`config.mk`:
```
export PLATFORM = sky130hd
export DESIGN_NAME = adc_scan_ctrl
export DESIGN_NICKNAME = d
export VERILOG_FILES = /design/src/rtl/adc_scan_pkg.sv /design/src/rtl/adc_sclk_gen.sv /design/src/rtl/adc_scan_ctrl.sv
export SDC_FILE = /design/constraint.sdc
export NUM_CORES = 1
export LEC_CHECK = 0
export ABC_CLOCK_PERIOD_IN_PS = 4100
export CORE_MARGIN = 4
export CORE_UTILIZATION = 30
export DETAILED_ROUTE_END_ITERATION = 8
export GPL_ROUTABILITY_DRIVEN = 0
export PLACE_DENSITY_LB_ADDON = 0.15
export SETUP_SLACK_MARGIN = 0.2
export SLEW_MARGIN = 20
export SYNTH_ARGS = -nofsm -noshare
export SYNTH_HDL_FRONTEND = slang
export SYNTH_SLANG_ARGS = --single-unit
```
`constraint.sdc`:
```
create_clock -name clk -period 4.1 [get_ports clk]
set_clock_uncertainty 0.2 [all_clocks]
set_input_delay 0.82 -clock clk [delete_from_list [all_inputs] [get_ports clk]]
set_output_delay 0.82 -clock clk [all_outputs]
set_load 0.1 [all_outputs]
```
`src/rtl/adc_scan_pkg.sv`:
```
// adc_scan_pkg: shared types and frame constants for the SPI ADC scanner.
// The averaging option is selected by the ADC_SCAN_AVG_EN macro in adc_scan_ctrl.
package adc_scan_pkg;

  typedef enum logic [1:0] {
    IDLE  = 2'd0,
    SETUP = 2'd1,
    SHIFT = 2'd2,
    GAP   = 2'd3
  } scan_state_t;

  // Start + SGL/DIFF + 3 channel bits are clocked out before the sample slot
  localparam int CMD_BITS    = 5;
  // One AD_CLK period in which the ADC samples and emits its null bit
  localparam int NULL_BITS   = 1;
  // Conversions summed per channel when averaging is built in
  localparam int AVG_SAMPLES = 4;

  // Number of AD_CLK rising edges in one conversion frame
  function automatic int frame_len(input int adc_bits);
    return CMD_BITS + NULL_BITS + adc_bits;
  endfunction

endpackage

```
`src/rtl/adc_sclk_gen.sv`:
```
// adc_sclk_gen: divides clk into the SPI AD_CLK. Each AD_CLK level lasts
// CLK_DIV clks. rise_stb/fall_stb are high on the clk cycle whose closing edge
// moves AD_CLK high/low, so logic registered on a strobe changes on the same
// clk edge as AD_CLK. With en low the divider is cleared and AD_CLK held low.
module adc_sclk_gen #(
  parameter int CLK_DIV = 1350
) (
  input  logic clk,
  input  logic rst_n,
  input  logic en,
  output logic ad_clk,
  output logic rise_stb,
  output logic fall_stb
);

  localparam int CW = $clog2(CLK_DIV + 1);

  logic [CW-1:0] div_cnt_reg;
  logic          ad_clk_reg;
  logic          tick;

  assign tick     = en && (div_cnt_reg == CW'(CLK_DIV - 1));
  assign rise_stb = tick & ~ad_clk_reg;
  assign fall_stb = tick & ad_clk_reg;
  assign ad_clk   = ad_clk_reg;

  // Half-period counter; toggles AD_CLK at terminal count, idles low when disabled
  always_ff @(posedge clk) begin
    if (!rst_n || !en) begin
      div_cnt_reg <= '0;
      ad_clk_reg  <= 1'b0;
    end else if (tick) begin
      div_cnt_reg <= '0;
      ad_clk_reg  <= ~ad_clk_reg;
    end else begin
      div_cnt_reg <= div_cnt_reg + 1'b1;
    end
  end

endmodule

```
`src/rtl/adc_scan_ctrl.sv`:
```
// adc_scan_ctrl: MCP300x-style SPI ADC scanner. Walks the enabled channels in
// ascending order, one SPI frame per conversion, and presents {channel, code}
// on a valid/ready port. Optional macro ADC_SCAN_AVG_EN: four frames per
// channel, result is the truncated mean of the four codes.
module adc_scan_ctrl
  import adc_scan_pkg::*;
#(
  parameter int NUM_CH   = 8,
  parameter int ADC_BITS = 10,
  parameter int CLK_DIV  = 1350,
  parameter int CS_GAP   = 2
) (
  input  logic                clk,
  input  logic                rst_n,
  input  logic                start,
  input  logic                cont_en,
  input  logic                diff_mode,
  input  logic [NUM_CH-1:0]   ch_mask,
  output logic                AD_CLK,
  output logic                CS,
  output logic                DIN,
  input  logic                DOUT,
  output logic                res_valid,
  input  logic                res_ready,
  output logic [2:0]          res_ch,
  output logic [ADC_BITS-1:0] res_data,
  output logic                busy,
  output logic                overrun
);

  localparam int FRAME_LEN = frame_len(ADC_BITS);
  localparam int RC_W      = $clog2(FRAME_LEN + 1);
  localparam int GAP_CLKS  = CS_GAP * 2 * CLK_DIV;
  localparam int GC_W      = (GAP_CLKS > 1) ? $clog2(GAP_CLKS) : 1;

  scan_state_t         state_reg;
  logic                cs_reg;
  logic                din_reg;
  logic                busy_reg;
  logic                sclk_en_reg;
  logic                load_pend_reg;
  logic [NUM_CH-1:0]   mask_reg;
  logic [2:0]          cur_ch_reg;
  logic [3:0]          cmd_sr_reg;
  logic [RC_W-1:0]     rise_cnt_reg;
  logic [GC_W-1:0]     gap_cnt_reg;
  logic [ADC_BITS-1:0] data_sr_reg;

  logic                res_valid_reg;
  logic [2:0]          res_ch_reg;
  logic [ADC_BITS-1:0] res_data_reg;
  logic                overrun_reg;

  logic                rise_stb;
  logic                fall_stb;
  logic                sclk_out;

  logic [NUM_CH-1:0]   above_mask;
  logic [2:0]          first_ch;
  logic                first_vld;
  logic [2:0]          next_ch;
  logic                next_vld;
  logic                repeat_ch;
  logic                load;
  logic [ADC_BITS-1:0] load_data;

  adc_sclk_gen #(
    .CLK_DIV (CLK_DIV)
  ) u_sclk (
    .clk      (clk),
    .rst_n    (rst_n),
    .en       (sclk_en_reg),
    .ad_clk   (sclk_out),
    .rise_stb (rise_stb),
    .fall_stb (fall_stb)
  );

  // Latched-mask bits strictly above the channel just converted
  for (genvar gi = 0; gi < NUM_CH; gi++) begin : g_above
    assign above_mask[gi] = mask_reg[gi] && (int'(cur_ch_reg) < gi);
  end

  // Lowest enabled channel of the live mask (scan start) and of the remainder
  always_comb begin
    first_ch  = '0;
    first_vld = 1'b0;
    next_ch   = '0;
    next_vld  = 1'b0;
    for (int i = NUM_CH - 1; i >= 0; i--) begin
      if (ch_mask[i]) begin
        first_ch  = 3'(i);
        first_vld = 1'b1;
      end
      if (above_mask[i]) begin
        next_ch  = 3'(i);
        next_vld = 1'b1;
      end
    end
  end

`ifdef ADC_SCAN_AVG_EN
  logic [ADC_BITS+1:0] acc_reg;
  logic [ADC_BITS+1:0] acc_sum;
  logic [1:0]          avg_cnt_reg;

  assign acc_sum   = acc_reg + {2'b00, data_sr_reg};
  assign repeat_ch = (avg_cnt_reg != 2'd0);
  assign load      = load_pend_reg && (avg_cnt_reg == 2'(AVG_SAMPLES - 1));
  assign load_data = acc_sum[ADC_BITS+1:2];

  // Sum conversions of the current channel; cleared once the mean is emitted
  always_ff @(posedge clk) begin
    if (!rst_n) begin
      acc_reg     <= '0;
      avg_cnt_reg <= '0;
    end else if (load_pend_reg) begin
      if (avg_cnt_reg == 2'(AVG_SAMPLES - 1)) begin
        acc_reg     <= '0;
        avg_cnt_reg <= '0;
      end else begin
        acc_reg     <= acc_sum;
        avg_cnt_reg <= avg_cnt_reg + 1'b1;
      end
    end
  end
`else
  assign repeat_ch = 1'b0;
  assign load      = load_pend_reg;
  assign load_data = data_sr_reg;
`endif

  // Scan sequencer: frame timing, command shifting, DOUT capture, channel walk
  always_ff @(posedge clk) begin
    if (!rst_n) begin
      state_reg     <= IDLE;
      cs_reg        <= 1'b1;
      din_reg       <= 1'b0;
      busy_reg      <= 1'b0;
      sclk_en_reg   <= 1'b0;
      load_pend_reg <= 1'b0;
      mask_reg      <= '0;
      cur_ch_reg    <= '0;
      cmd_sr_reg    <= '0;
      rise_cnt_reg  <= '0;
      gap_cnt_reg   <= '0;
      data_sr_reg   <= '0;
    end else begin
      load_pend_reg <= 1'b0;
      case (state_reg)
        IDLE: begin
          if (start && first_vld) begin
            mask_reg     <= ch_mask;
            cur_ch_reg   <= first_ch;
            busy_reg     <= 1'b1;
            cs_reg       <= 1'b0;
            din_reg      <= 1'b1;
            sclk_en_reg  <= 1'b1;
            cmd_sr_reg   <= {~diff_mode, first_ch};
            rise_cnt_reg <= '0;
            state_reg    <= SETUP;
          end
        end

        SETUP: begin
          if (rise_stb) begin
            rise_cnt_reg <= RC_W'(1);
            state_reg    <= SHIFT;
          end
        end

        SHIFT: begin
          if (rise_stb) begin
            rise_cnt_reg <= rise_cnt_reg + 1'b1;
            // Rises after the null slot carry the code, MSB first
            if (rise_cnt_reg >= RC_W'(CMD_BITS + NULL_BITS)) begin
              data_sr_reg <= {data_sr_reg[ADC_BITS-2:0], DOUT};
            end
            if (rise_cnt_reg == RC_W'(FRAME_LEN - 1)) begin
              load_pend_reg <= 1'b1;
            end
          end
          if (fall_stb) begin
            if (rise_cnt_reg == RC_W'(FRAME_LEN)) begin
              cs_reg      <= 1'b1;
              din_reg     <= 1'b0;
              sclk_en_reg <= 1'b0;
              gap_cnt_reg <= '0;
              state_reg   <= GAP;
            end else begin
              // Zeros shift in behind the command, giving DIN=0 from rise 6 on
              din_reg    <= cmd_sr_reg[3];
              cmd_sr_reg <= {cmd_sr_reg[2:0], 1'b0};
            end
          end
        end

        GAP: begin
          if (gap_cnt_reg == GC_W'(GAP_CLKS - 1)) begin
            if (repeat_ch || next_vld || (cont_en && first_vld)) begin
              cs_reg       <= 1'b0;
              din_reg      <= 1'b1;
              sclk_en_reg  <= 1'b1;
              rise_cnt_reg <= '0;
              state_reg    <= SETUP;
              if (repeat_ch) begin
                cmd_sr_reg <= {~diff_mode, cur_ch_reg};
              end else if (next_vld) begin
                cur_ch_reg <= next_ch;
                cmd_sr_reg <= {~diff_mode, next_ch};
              end else begin
                mask_reg   <= ch_mask;
                cur_ch_reg <= first_ch;
                cmd_sr_reg <= {~diff_mode, first_ch};
              end
            end else begin
              busy_reg  <= 1'b0;
              state_reg <= IDLE;
            end
          end else begin
            gap_cnt_reg <= gap_cnt_reg + 1'b1;
          end
        end

        default: state_reg <= IDLE;
      endcase
    end
  end

  // Result holding register with overwrite detection
  always_ff @(posedge clk) begin
    if (!rst_n) begin
      res_valid_reg <= 1'b0;
      res_ch_reg    <= '0;
      res_data_reg  <= '0;
      overrun_reg   <= 1'b0;
    end else begin
      overrun_reg <= 1'b0;
      if (load) begin
        res_valid_reg <= 1'b1;
        res_ch_reg    <= cur_ch_reg;
        res_data_reg  <= load_data;
        overrun_reg   <= res_valid_reg & ~res_ready;
      end else if (res_valid_reg && res_ready) begin
        res_valid_reg <= 1'b0;
      end
    end
  end

  assign AD_CLK    = sclk_out;
  assign CS        = cs_reg;
  assign DIN       = din_reg;
  assign busy      = busy_reg;
  assign res_valid = res_valid_reg;
  assign res_ch    = res_ch_reg;
  assign res_data  = res_data_reg;
  assign overrun   = overrun_reg;

endmodule

```
## Yosys cells after proc, flatten, opt, wreduce, memory -nomap -nowiden

Index checks and enable logic that the tools add are counted.

- Reductions and logical operators: 33
- Multiplexer cells: 85
- $mul: 0
- $lt $le $gt $ge: 8
- Div/mod/pow operators: 0
- Bitwise logic cells: 6
- Add/sub/neg operators: 3
- Equal/unequal tests: 18
- Shift-type cells: 0

Operators by type and width:

| cell | number |
|---|---|
| 3-bit 2-to-1 mux | 20 |
| 13-bit 2-to-1 mux | 3 |
| 1-bit 2-to-1 mux | 33 |
| 8-bit 2-to-1 mux | 4 |
| 13-bit case mux with 2 select lines | 1 |
| 5-bit 2-to-1 mux | 5 |
| 2-bit inequality test (second input constant) | 11 |
| 4-bit 2-to-1 mux | 5 |
| 5-bit case mux with 4 select lines | 1 |
| 5-bit AND reduction | 4 |
| 8-bit case mux with 2 select lines | 1 |
| 13-bit by 1-bit adder with 13-bit output (second input constant) | 1 |
| 13-bit equality test (second input constant) | 1 |
| 3-bit < comparator (second input constant) | 4 |
| 4-bit case mux with 3 select lines | 1 |
| 4-bit AND reduction | 3 |
| 6-bit AND reduction | 2 |
| 11-bit by 1-bit adder with 11-bit output (second input constant) | 1 |
| 11-bit equality test (second input constant) | 1 |
| 1-bit logical AND | 11 |
| 2-bit 2-to-1 mux | 5 |
| 1-bit case mux with 3 select lines | 3 |
| 2-bit case mux with 4 select lines | 1 |
| 3-bit by 2-bit < comparator with 1-bit output (second input constant) | 2 |
| 19 further kinds | 29 |

- Bits of input ports: 15
- RAM bits: 0
- Bits in read-only memories: 0
- Output and inout bits: 19
- Word-level logic and storage cells: 171
- Register bits: 77
- Bits in latches: 0
- Memories: 0

## Depth between registers and ports, before layout

Gate-level depths: netlist of run 1.

- Depth in word-level cells: 13
- Depth in mapped cells: 9
- Gate-level depth less buffers: 8

## By module

From an unflattened synthesis of run 1, not the netlist that was laid out.

- Cell total of the unflattened synthesis: 439
- Area total of the unflattened synthesis: 3952.5 um^2

By module, submodules not included:

| module | instances | cells each | seq. area each (um^2) | area each (um^2) |
|---|---|---|---|---|
| adc_scan_ctrl | 1 | 372 | 1281.2 | 3330.7 |
| adc_sclk_gen | 1 | 67 | 240.2 | 621.8 |

## Least setup slack after synthesis of run 1

OpenSTA, ideal clock, no wires.

- Kind: in2reg
- Start: in ch_mask[4]
- End: reg cmd_sr_reg[0]
- Arrival: 2.494 ns
- Cell stages on the path: 7
- Path slack: 1.282 ns
- Required time: 3.776 ns
- Path through: or4_1 o21a_1 or4_4 and4b_1 buf_6 o21ai_0 a31oi_1

- Word-level cells in the longest chain between the ends: 9
- Elaborated cells on any way between the ends: 21
- Classes of those cells: 2 x eq/ne; 15 x mux; 4 x reduce/logical

RTL lines:

| what | line | RTL |
|---|---|---|
| from (decl) | adc_scan_ctrl.sv:18 | `input logic [NUM_CH-1:0] ch_mask,` |
| 3-bit 2-to-1 mux / 1-bit 2-to-1 mux (equally long branches) (5 in series) | adc_scan_ctrl.sv:90 | `if (ch_mask[i]) begin` |
| 3-bit 2-to-1 mux / 1-bit logical AND (equally long branches) | adc_scan_ctrl.sv:207, adc_scan_ctrl.sv:199 |  |
| 4-bit 2-to-1 mux / 1-bit logical OR (equally long branches) | adc_scan_ctrl.sv:199 | `if (repeat_ch \|\| next_vld \|\| (cont_en && first_vld)) begin` |
| 4-bit 2-to-1 mux / 2-bit inequality test (equally long branches) | - |  |
| 4-bit case mux with 3 select lines / 6-bit AND reduction (equally long branches) | - |  |
| to (signal assigned) | adc_scan_ctrl.sv:206 | `cmd_sr_reg <= {~diff_mode, cur_ch_reg};` |
| to (signal assigned) | adc_scan_ctrl.sv:209 | `cmd_sr_reg <= {~diff_mode, next_ch};` |
| to (signal assigned) | adc_scan_ctrl.sv:213 | `cmd_sr_reg <= {~diff_mode, first_ch};` |
| to (decl) | adc_scan_ctrl.sv:44 | `logic [3:0] cmd_sr_reg;` |

Parallel ways exist; a longest one is shown, timed or not. The select of a mux whose other input is x is not followed.
A chain may end at the register's enable or synchronous reset.

## Worst setup path in the final report of run 1

- Start: in ch_mask[4]
- End: reg din_reg, in the netlist DIN

- Word-level cells in the longest chain between the ends: 9
- Elaborated cells on any way between the ends: 11
- Classes of those cells: 2 x eq/ne; 5 x mux; 4 x reduce/logical

RTL lines:

| what | line | RTL |
|---|---|---|
| 1-bit 2-to-1 mux * (5 in series) | adc_scan_ctrl.sv:90 |  |
| 1-bit logical AND | adc_scan_ctrl.sv:199 |  |
| 1-bit logical OR | adc_scan_ctrl.sv:199 |  |
| 2-bit inequality test (no source line) | - |  |
| 5-bit AND reduction (no source line) * | - |  |
| to (signal assigned) | adc_scan_ctrl.sv:191 | `din_reg <= cmd_sr_reg[3];` |
| to (decl) | adc_scan_ctrl.sv:38 | `logic din_reg;` |

Every way passes the cells marked *; elsewhere a longest branch is shown, timed or not.

==> impl_results.md, run 1 <==
- I/O Buffers: 33
- Critical Path Source: ch_mask[4]
- First-pass DRT Iterations: 4
- CTS tree: yes
- Flop2flop setup slack: 1340 ps
- Main synth FF type: dfxtp_1
- Fill count: 1248
- Sum of negative setup slack: 0 ps
- Hold buffer count at cts: 0
- Final Core Density: 37.31%
- Mapped Avg Cell Area: 8.552 um2
- Period utilization: 76.18%
- Syn_nets: 465
- Worst R2R Start: rise_cnt_reg[0]$_SDFFE_PN0P_
- Clock latency on the worst-skew pair: 330 ps
- CP endpoint kind: flip-flop
- First-pass GRT wire length: 14.43 mm
- Worst-path fanout max: 9
- Max Root-Sink Buffers: 2
- Max Slew Vio Count: 0
- Worst Hold Class: flip-flop to flip-flop
- Die Ht: 119.6 um
- Row count: 40
- Hold Path Origin: gap_cnt_reg[1]$_SDFFE_PN0P_
- Post-route DRC: 0
- CTS buffer count: 9
- Vias in the first global route: 2992
- Largest net degree at the start of global routing: 46
- #FFs+latches synth: 76
- Syn. warnings: 0
- M1 WL: 4.237 mm
- Global-route usage over all layers: 12.07%
- Biggest area consumer among synthesized cells: dfxtp_1
- Reg area: 1521 um2
- Commonest non-fill, non-tap cell in the layout: dfxtp_1
- Num ports: 34
- Fmax: 0.3202 GHz
- Routed length on met2: 3.749 mm
- Period minus WS final: 3123 ps
- Initial DRC count: 222
- Layout cell share with drive strength beyond 1: 6.596%
- Count of cell types in the netlist: 58
- # diodes: 0
- GRT overflow: 0
- Nets: 494
- Unrepaired setup endpoints after global routing: no
- Ys async rst share: 0%
- Cell Area, Synth: 3737 um2
- # H-tree levels: 3
- Routed via count: 3110
- Vias/cell: 4.875
- CTS sink count: 76
- CTS resizes: 0
- Starting density of the core: 30.86%
- Multi-input logic area: 2083 um2
- Gate Count Post-Synth: 437
- Root Buffer: clkbuf_16
- Reg clk slew, reported paths: 60 ps
- # setup viols final: 0
- Die Span X: 119.6 um
- Measured slew at the worst slew-check pin: 971.9 ps
- Per-cell routed wire length: 13.12 um
- PD cells: 568.8 nW/um2
- DP HPWL: 5.900 mm
- Maxcap violations: 0
- Arrival time at the worst endpoint: 3100 ps
- Seq/Total Area, Yosys: 40.71%
- Largest register FFs: 13
- Setup CP Type: input pin to flip-flop
- DR top layer: met4
- Die area: 14310 um2
- Post-DRT Antenna Nets: 0
- Startpoint type of the worst setup path: input pin
- WP data required: 4080 ps
- Setup Fix Bufs, Post-CTS: 0
- CORE AREA: 12110 um2
- Area grow syn2layout: 20.92%
- Most frequent cells in the layout: dfxtp_1, nor2_1, clkdlybuf4s50_1, nand2_1
- Rel. slew slack: 35.00%
- Leakage power: 0.001587 uW
- Status: finished, final reports clean
- Peak VDD IR: 0.2428 mV
- Number of synthesized flops with an enable pin: 0
- Initial antenna violation count: 0
- Wirelength, routed: 8.371 mm
- Top cells by area, synth: dfxtp_1, mux2i_1, nor2_1
- Final-report hold violation count: 0
- Routed wl met3: 278 um
- Yosys top cell area share: 40.71%
-- metal layers --
metal / GRT usage [%] / vias up
li1: - / 1600
met1: 16.35 / 1452
met2: 18.86 / 46
met3: 3.016 / 12
met4: 3.865 / 0
met5: 0 / -
-- synth_stat cells (3+ instances only) --
library cell   n
a211oi_1       5
a21oi_1       26
a31oi_1        3
and2_1         3
and3_1         6
and4_1         3
buf_2          3
clkbuf_1      13
dfxtp_1       76
ha_1          13
inv_1         15
mux2i_1       26
nand2_1       27
nand2b_1       4
nand3_1       21
nand4_1        9
nor2_1        68
nor2b_1        8
nor3_1         3
nor3b_1        3
o21ai_0       23
o21bai_1       5
o22ai_1        3
or3_1          6
xnor2_1        5
xor2_1        15
-- worst paths after layout --
check                                              endpoint  cells past startpoint
worst min register to register  gap_cnt_reg[1]$_SDFFE_PN0P_                      2
worst min-delay path            gap_cnt_reg[1]$_SDFFE_PN0P_                      2
worst max register to register  gap_cnt_reg[5]$_SDFFE_PN0P_                      8
worst max-delay path                       DIN$_SDFFE_PN0P_                      7
-- final cells by class --
| cell class | instances | share of cell area [%] |
|---|---|---|
| Sequential cell | 76 | 33.67 |
| Timing Repair Buffer | 37 | 7.973 |
| Multi-Input combinational cell | 326 | 46.10 |
| Clock inverter | 4 | 1.135 |
| Tap cell | 168 | 4.651 |
| Inverter | 16 | 1.329 |
| Clock buffer | 11 | 5.150 |
-- critical path, stage by stage --
cell,delay (ps)
clkdlybuf4s50_1,460
or4_1,600
o21a_1,240
or4_4,450
and4b_1,300
o21ai_0,130
o22ai_1,100
-- through the flow --
step	hold slack [ps]	setup slack (ps)	cells	total power, uW	area (um2)
after global routing	306.2	852.8	638	2757	4519
after floorplan	244.8	1282	437	1606	3737
after global placement	264.4	724.8	623	1804	4232
after detailed placement	274.3	655.4	623	1809	4232
after CTS	281.6	969.1	638	2593	4516
final	278.2	976.7	638	2571	4519
-- cell families after synthesis --
logic type	share of synthesized area, %
AO/OA/AOI/OAI	13.83
multiplexers	6.964
buffers and inverters	3.816
adder cells (fa/ha/maj)	4.352
AND/OR/NAND/NOR	25.64
XOR/XNOR	4.687
flip-flops	40.71
-- power breakdown --
part           switching (uW)  leakage, uW  total (uW)  internal, uW
Clock                     303     0.000136         772           468
Sequential               94.8     0.000617         919           824
Combinational             565     0.000835         880           315
(Power assumes the default switching activity.)
==> inputs of run 2 (changes only) <==
Settings changed: ABC_CLOCK_PERIOD_IN_PS 4100 to 2640.
Clock period 4.1 ns to 2.64 ns, I/O delays scaled along.
==> impl_results.md, run 2 (synthesis gave the netlist of run 1 again) <==
- Peak VDD IR: 0.5337 mV (+120%)
- Worst Reg-to-Reg Cells: 7 (-1)
- Vias in the first global route: 3127 (+4.5%)
- Worst Hold Class: flip-flop to flip-flop
- Psw: 1615 uW (+68%)
- CP peak stage delay: 540 ps (-60 ps)
- Worst-path fanout max: 5 (-4)
- Setup CP Type: input pin to flip-flop
- Hold Path Origin: u_sclk.div_cnt_reg[0]$_SDFF_PP0_
- End of the worst hold path: u_sclk.div_cnt_reg[0]$_SDFF_PP0_
- CTS tree: yes
- Max Slew Vio Count: 0 (unchanged)
- Max Root-Sink Buffers: 2 (unchanged)
- WHS Path Cells: 1 (-1)
- Largest register FFs: 13 (unchanged)
- Final-report hold violation count: 0 (unchanged)
- Reg clk slew, reported paths: 70 ps (about the same)
- Crit-path cells: buf_2 > or4_4 > o21a_4 > or4_4 > and4b_2 > and3_4 > nor3_2
- CTS sink count: 76 (unchanged)
- Layout cell share with drive strength beyond 1: 20.99% (+14 points)
- Num ports: 34 (unchanged)
- Area grow syn2layout: 28.02%
- CP dominant cell by count: or4_4
- # setup viols final: 0 (unchanged)
- Initial antenna violation count: 0 (unchanged)
- Measured slew at the worst slew-check pin: 871.3 ps (-100.6 ps)
- Leakage power: 0.001813 uW (+14%)
- Global-route usage over all layers: 12.75% (+0.69 points)
- Slowest cell on the critical path: or4_4
- Sw Share: 38.52% (+1.1 points)
- Routed via count: 3224 (+3.7%)
- GRT overflow: 0 (unchanged)
- Placed insts: 653 (+4.8%)
- WP data required: 2710 ps (-1370 ps)
- Post-DRT Antenna Nets: 0 (unchanged)
- Fmax: 0.4262 GHz
- Post-Layout Cell Count: 673 (+5.5%)
- Gate power share: 37.4% (+3.2 points)
- # diodes: 0 (unchanged)
- First-pass DRT Iterations: 4 (unchanged)
- PD cells: 876.5 nW/um2 (+54%)
- I/O Buffers: 33 (unchanged)
- Final Core Density: 39.50% (+2.2 points)
- CP bufs+invs: 1 (unchanged)
- Die area: 14310 um2 (unchanged)
- First-pass GRT wire length: 15.06 mm (+4.3%)
- Row count: 40 (unchanged)
- Root Buffer: clkbuf_16
- Unrepaired setup endpoints after global routing: no
- Die Ht: 119.6 um (unchanged)
- R2R Path End: rise_cnt_reg[3]$_SDFFE_PN0P_
- Clock latency on the worst-skew pair: 340 ps (about the same)
- Largest net degree at the start of global routing: 34 (-26%)
- Starting density of the core: 30.86% (unchanged)
- Post-route DRC: 0 (unchanged)
- # H-tree levels: 3 (unchanged)
- Arrival time at the worst endpoint: 2410 ps (-690 ps)
- Status: finished, final reports clean
- CORE AREA: 12110 um2 (unchanged)
- Vias/cell: 4.790 (-1.7%)
- Hold buffer count at cts: 0 (unchanged)
- Initial DRC count: 165 (-26%)
- CP endpoint kind: flip-flop
- Flop2flop setup slack: 320 ps (-1020 ps)
- Pint: 2578 uW (+60%)
- DP HPWL: 6.277 mm (+6.4%)
- Period utilization: 88.87%
- Rel. slew slack: 41.84% (+6.8 points)
- Seq pwr share: 33.9% (-1.9 points)
- Top delay family on crit path: simple AND/OR/NAND/NOR gates
- Worst R2R Start: gap_cnt_reg[10]$_SDFFE_PN0P_
- Period minus WS final: 2346 ps
- Startpoint type of the worst setup path: input pin
- Place WS: -405.8 ps (-1061 ps)
- Fill count: 1280 (+2.6%)
- Maxcap violations: 0 (unchanged)
- Wirelength, routed: 8.810 mm (+5.2%)
- Most frequent cells in the layout: dfxtp_1, nor2_1, buf_4, nand2_1
- Sum of negative setup slack: 0 ps (unchanged)
- Commonest non-fill, non-tap cell in the layout: dfxtp_1
- Nets: 528 (+6.9%)
- Per-cell routed wire length: 13.09 um (-0.23%)
- Setup ws final: 293.8 ps (-682.8 ps)
- Clk pwr share: 28.6% (-1.4 points)
- Die Span X: 119.6 um (unchanged)
- CTS buffer count: 9 (unchanged)
-- run 2: how the worst max path moves through the flow --
| stage | startpoint | to | slack, ps | cells after the start |
|---|---|---|---|---|
| CTS | ch_mask[0] | cmd_sr_reg[2]$_SDFFE_PN0P_ | 180 | 7 |
| global route | u_sclk.div_cnt_reg[1]$_SDFF_PP0_ | state_reg[0]$_SDFFE_PN0P_ | 200 | 9 |
| detailed placement | ch_mask[4] | DIN$_SDFFE_PN0P_ | -410 | 7 |
| global placement | ch_mask[4] | cmd_sr_reg[2]$_SDFFE_PN0P_ | -380 | 7 |
| floorplan | ch_mask[4] | cmd_sr_reg[2]$_SDFFE_PN0P_ | 130 | 7 |
| finish | ch_mask[0] | cmd_sr_reg[2]$_SDFFE_PN0P_ | 290 | 7 |
-- run 2: timing repair --
item	4_1_cts	5_1_grt
resized for setup	35	14
pin swaps	5	2
buffers inserted	2	1
gates cloned	1	0
setup endpoints to repair	20	35
-- run 2: routing by layer --
| layer | global-route usage [%] | vias up | share of wire [%] |
|---|---|---|---|
| met3 | 2.828 | 13 | 3.0 |
| li1 | - | 1678 | - |
| met5 | 0 | - | 0 |
| met2 | 20.34 | 40 | 46 |
| met1 | 16.97 | 1493 | 50 |
| met4 | 4.581 | 0 | 1.4 |
-- run 2: layout make-up --
cell class	instances	area, um2	area share (%)
Multi-Input combinational cell	327	2167	45.29
Sequential cell	76	1526	31.90
Timing Repair Buffer	70	530.5	11.09
Clock buffer	9	225.2	4.707
Tap cell	168	210.2	4.393
Clock inverter	7	65.06	1.360
Inverter	16	60.06	1.255
-- run 2: power groups by stage --
| stage | combinational [uW] | sequential (uW) | clock, uW |
|---|---|---|---|
| after floorplan | 969 | 1530 | 0 |
| after global placement | 1450 | 1440 | 0 |
| after detailed placement | 1460 | 1440 | 0 |
| after CTS | 1540 | 1420 | 1240 |
| after global routing | 1750 | 1450 | 1280 |
| final | 1570 | 1420 | 1200 |
-- run 2: per-stage QoR --
step                power [uW]  hold slack [ps]  instance area, um2
detailed placement        2904            269.2                4413
global placement          2892            266.9                4413
floorplan                 2497            244.8                3741
CTS                       4197            277.9                4725
finish                    4194            249.1                4785
global route              4473            279.6                4785
==> inputs of run 3 (changes only) <==
Settings changed: CORE_UTILIZATION 30 to 52, SKIP_LAST_GASP from default to 1.
==> impl_results.md, run 3 (synthesis gave the netlist of run 1 again) <==
- DP HPWL: 5.729 mm (-8.7%)
- Post-DRT Antenna Nets: 0 (unchanged)
- Final-report hold violation count: 0 (unchanged)
- Root Buffer: clkbuf_8
- Die area: 8607 um2 (-40%)
- Wirelength, routed: 8.131 mm (-7.7%)
- Setup CP Type: input pin to flip-flop
- Routed via count: 3257 (+1.0%)
- Largest register FFs: 13 (unchanged)
- # setup viols final: 0 (unchanged)
- Die Span X: 92.78 um (-22%)
- I/O Buffers: 33 (unchanged)
- Post-route DRC: 0 (unchanged)
- Top delay family on crit path: simple AND/OR/NAND/NOR gates
- Area grow syn2layout: 23.84%
- Reg clk slew, reported paths: 80 ps (about the same)
- Vias in the first global route: 3079 (-1.5%)
- Worst Hold Class: flip-flop to flip-flop
- Vias/cell: 5.456 (+14%)
- Status: finished, final reports clean
- Worst-path fanout max: 5 (unchanged)
- Initial antenna violation count: 0 (unchanged)
- Row count: 30 (-25%)
- CP peak stage delay: 490 ps (-50 ps)
- Num ports: 34 (unchanged)
- Post-Layout Cell Count: 597 (-11%)
- Crit-path cells: clkdlybuf4s15_1 > or4_4 > o21a_1 > or4_4 > and4b_2 > and3_4 > nor3_2
- Leakage power: 0.001777 uW (-2.0%)
- First-pass DRT Iterations: 4 (unchanged)
- Per-cell routed wire length: 13.62 um (+4.0%)
- Slowest cell on the critical path: or4_4
- Arrival time at the worst endpoint: 2420 ps (about the same)
- Starting density of the core: 54.41% (+24 points)
- Measured slew at the worst slew-check pin: 865.8 ps (-5.430 ps)
- Period utilization: 88.61% (-0.26 points)
- Nets: 524 (-0.76%)
- Clock latency on the worst-skew pair: 350 ps (about the same)
- # H-tree levels: 3 (unchanged)
- Hold buffer count at cts: 0 (unchanged)
- Commonest non-fill, non-tap cell in the layout: dfxtp_1
- CP endpoint kind: flip-flop
- Die Ht: 92.78 um (-22%)
- Sum of negative setup slack: 0 ps (unchanged)
- CTS buffer count: 9 (unchanged)
- Fill count: 600 (-53%)
- GRT overflow: 0 (unchanged)
- Largest net degree at the start of global routing: 38 (+12%)
- # diodes: 0 (unchanged)
- Global-route usage over all layers: 19.72% (+7.0 points)
- Initial DRC count: 144 (-13%)
- First-pass GRT wire length: 13.87 mm (-7.9%)
- Placed insts: 577 (-12%)
- Peak VDD IR: 0.5900 mV (+11%)
- CTS sink count: 76 (unchanged)
- PD cells: 862.7 nW/um2 (-1.6%)
- CP bufs+invs: 1 (unchanged)
- Fmax: 0.4275 GHz (+0.29%)
- Unrepaired setup endpoints after global routing: yes
- Startpoint type of the worst setup path: input pin
- WP data required: 2720 ps (about the same)
- Period minus WS final: 2339 ps (-6.863 ps)
- Layout cell share with drive strength beyond 1: 19.96% (-1.0 points)
- Rel. slew slack: 42.20% (+0.36 points)
- Max Root-Sink Buffers: 2 (unchanged)
- Maxcap violations: 0 (unchanged)
- CORE AREA: 6869 um2 (-43%)
- Max Slew Vio Count: 0 (unchanged)
- CTS tree: yes
- CP dominant cell by count: or4_4
- Most frequent cells in the layout: dfxtp_1, nor2_1, buf_4, nand2_1
==> run 3: cell count changes in the layout (fill, tap and decap cells not counted), sizes merged <==
cell	change
dlygate4sd2	+2
clkinv	-1
clkinvlp	-1
bufinv	+2
buf	-6
==> run 3: power by group <==
group	internal [uW]	switching, uW
Combinational	633	931
Sequential	1280	134
Clock	550	464
==> run 3: area by class of cell <==
class / instances / area (um2) / share of cell area, %
multi-input combinational: 327 / 2173 / 46.96
sequential: 76 / 1524 / 32.93
timing repair buffer: 66 / 520.5 / 11.25
clock buffer: 9 / 123.9 / 2.676
tap: 96 / 120.1 / 2.595
clock inverter: 7 / 106.4 / 2.298
inverter: 16 / 60.06 / 1.298
==> run 3: per-layer routing <==
| metal | share of wire [%] | track usage, % | wire length, um |
|---|---|---|---|
| met3 | 3.5 | 3.331 | 281 |
| met5 | 0 | 0 | 0 |
| met2 | 48 | 32.63 | 3928 |
| met4 | 1.4 | 7.326 | 114 |
| met1 | 47 | 25.69 | 3808 |
==> run 3: per-stage QoR <==
stage / worst slack, ps / utilization, % / power (uW) / cell area (um2) / hold slack [ps]
6_report: 300.7 / 67.38 / 3993 / 4628 / 271.1
5_1_grt: 171.5 / 67.38 / 4251 / 4628 / 315.4
4_1_cts: 207.5 / 66.25 / 3920 / 4551 / 279.4
3_5_place_dp: -370.7 / 62.68 / 2846 / 4305 / 255.5
3_3_place_gp: -336.0 / 62.68 / 2815 / 4305 / 258.4
2_1_floorplan: 134.1 / - / 2497 / 3741 / 244.8
==> run 3: worst paths after layout <==
path,depth (start not counted),startpoint,slack [ps],endpoint
setup / recovery,7,ch_mask[3],300,cmd_sr_reg[2]$_SDFFE_PN0P_
hold / removal,2,CS$_SDFFE_PN1P_,270,CS$_SDFFE_PN1P_
setup reg to reg,6,cur_ch_reg[2]$_SDFFE_PN0P_,330,cmd_sr_reg[2]$_SDFFE_PN0P_
hold reg to reg,2,CS$_SDFFE_PN1P_,270,CS$_SDFFE_PN1P_
==> run 3: what timing repair did <==
action	CTS	global route
endpoints found under the setup margin	15	41
gates cloned	1	0
buffers inserted	0	3
pin swaps	5	3
resized for setup	28	13
==> run 3: worst reg2reg max path, stage by stage, from the launching register on <==
cell and delay (ps):
dfxtp_1 450, o2bb2ai_1 170, nand4b_1 290, or4_4 600, and4b_2 270, and3_4 160
nor3_2 130
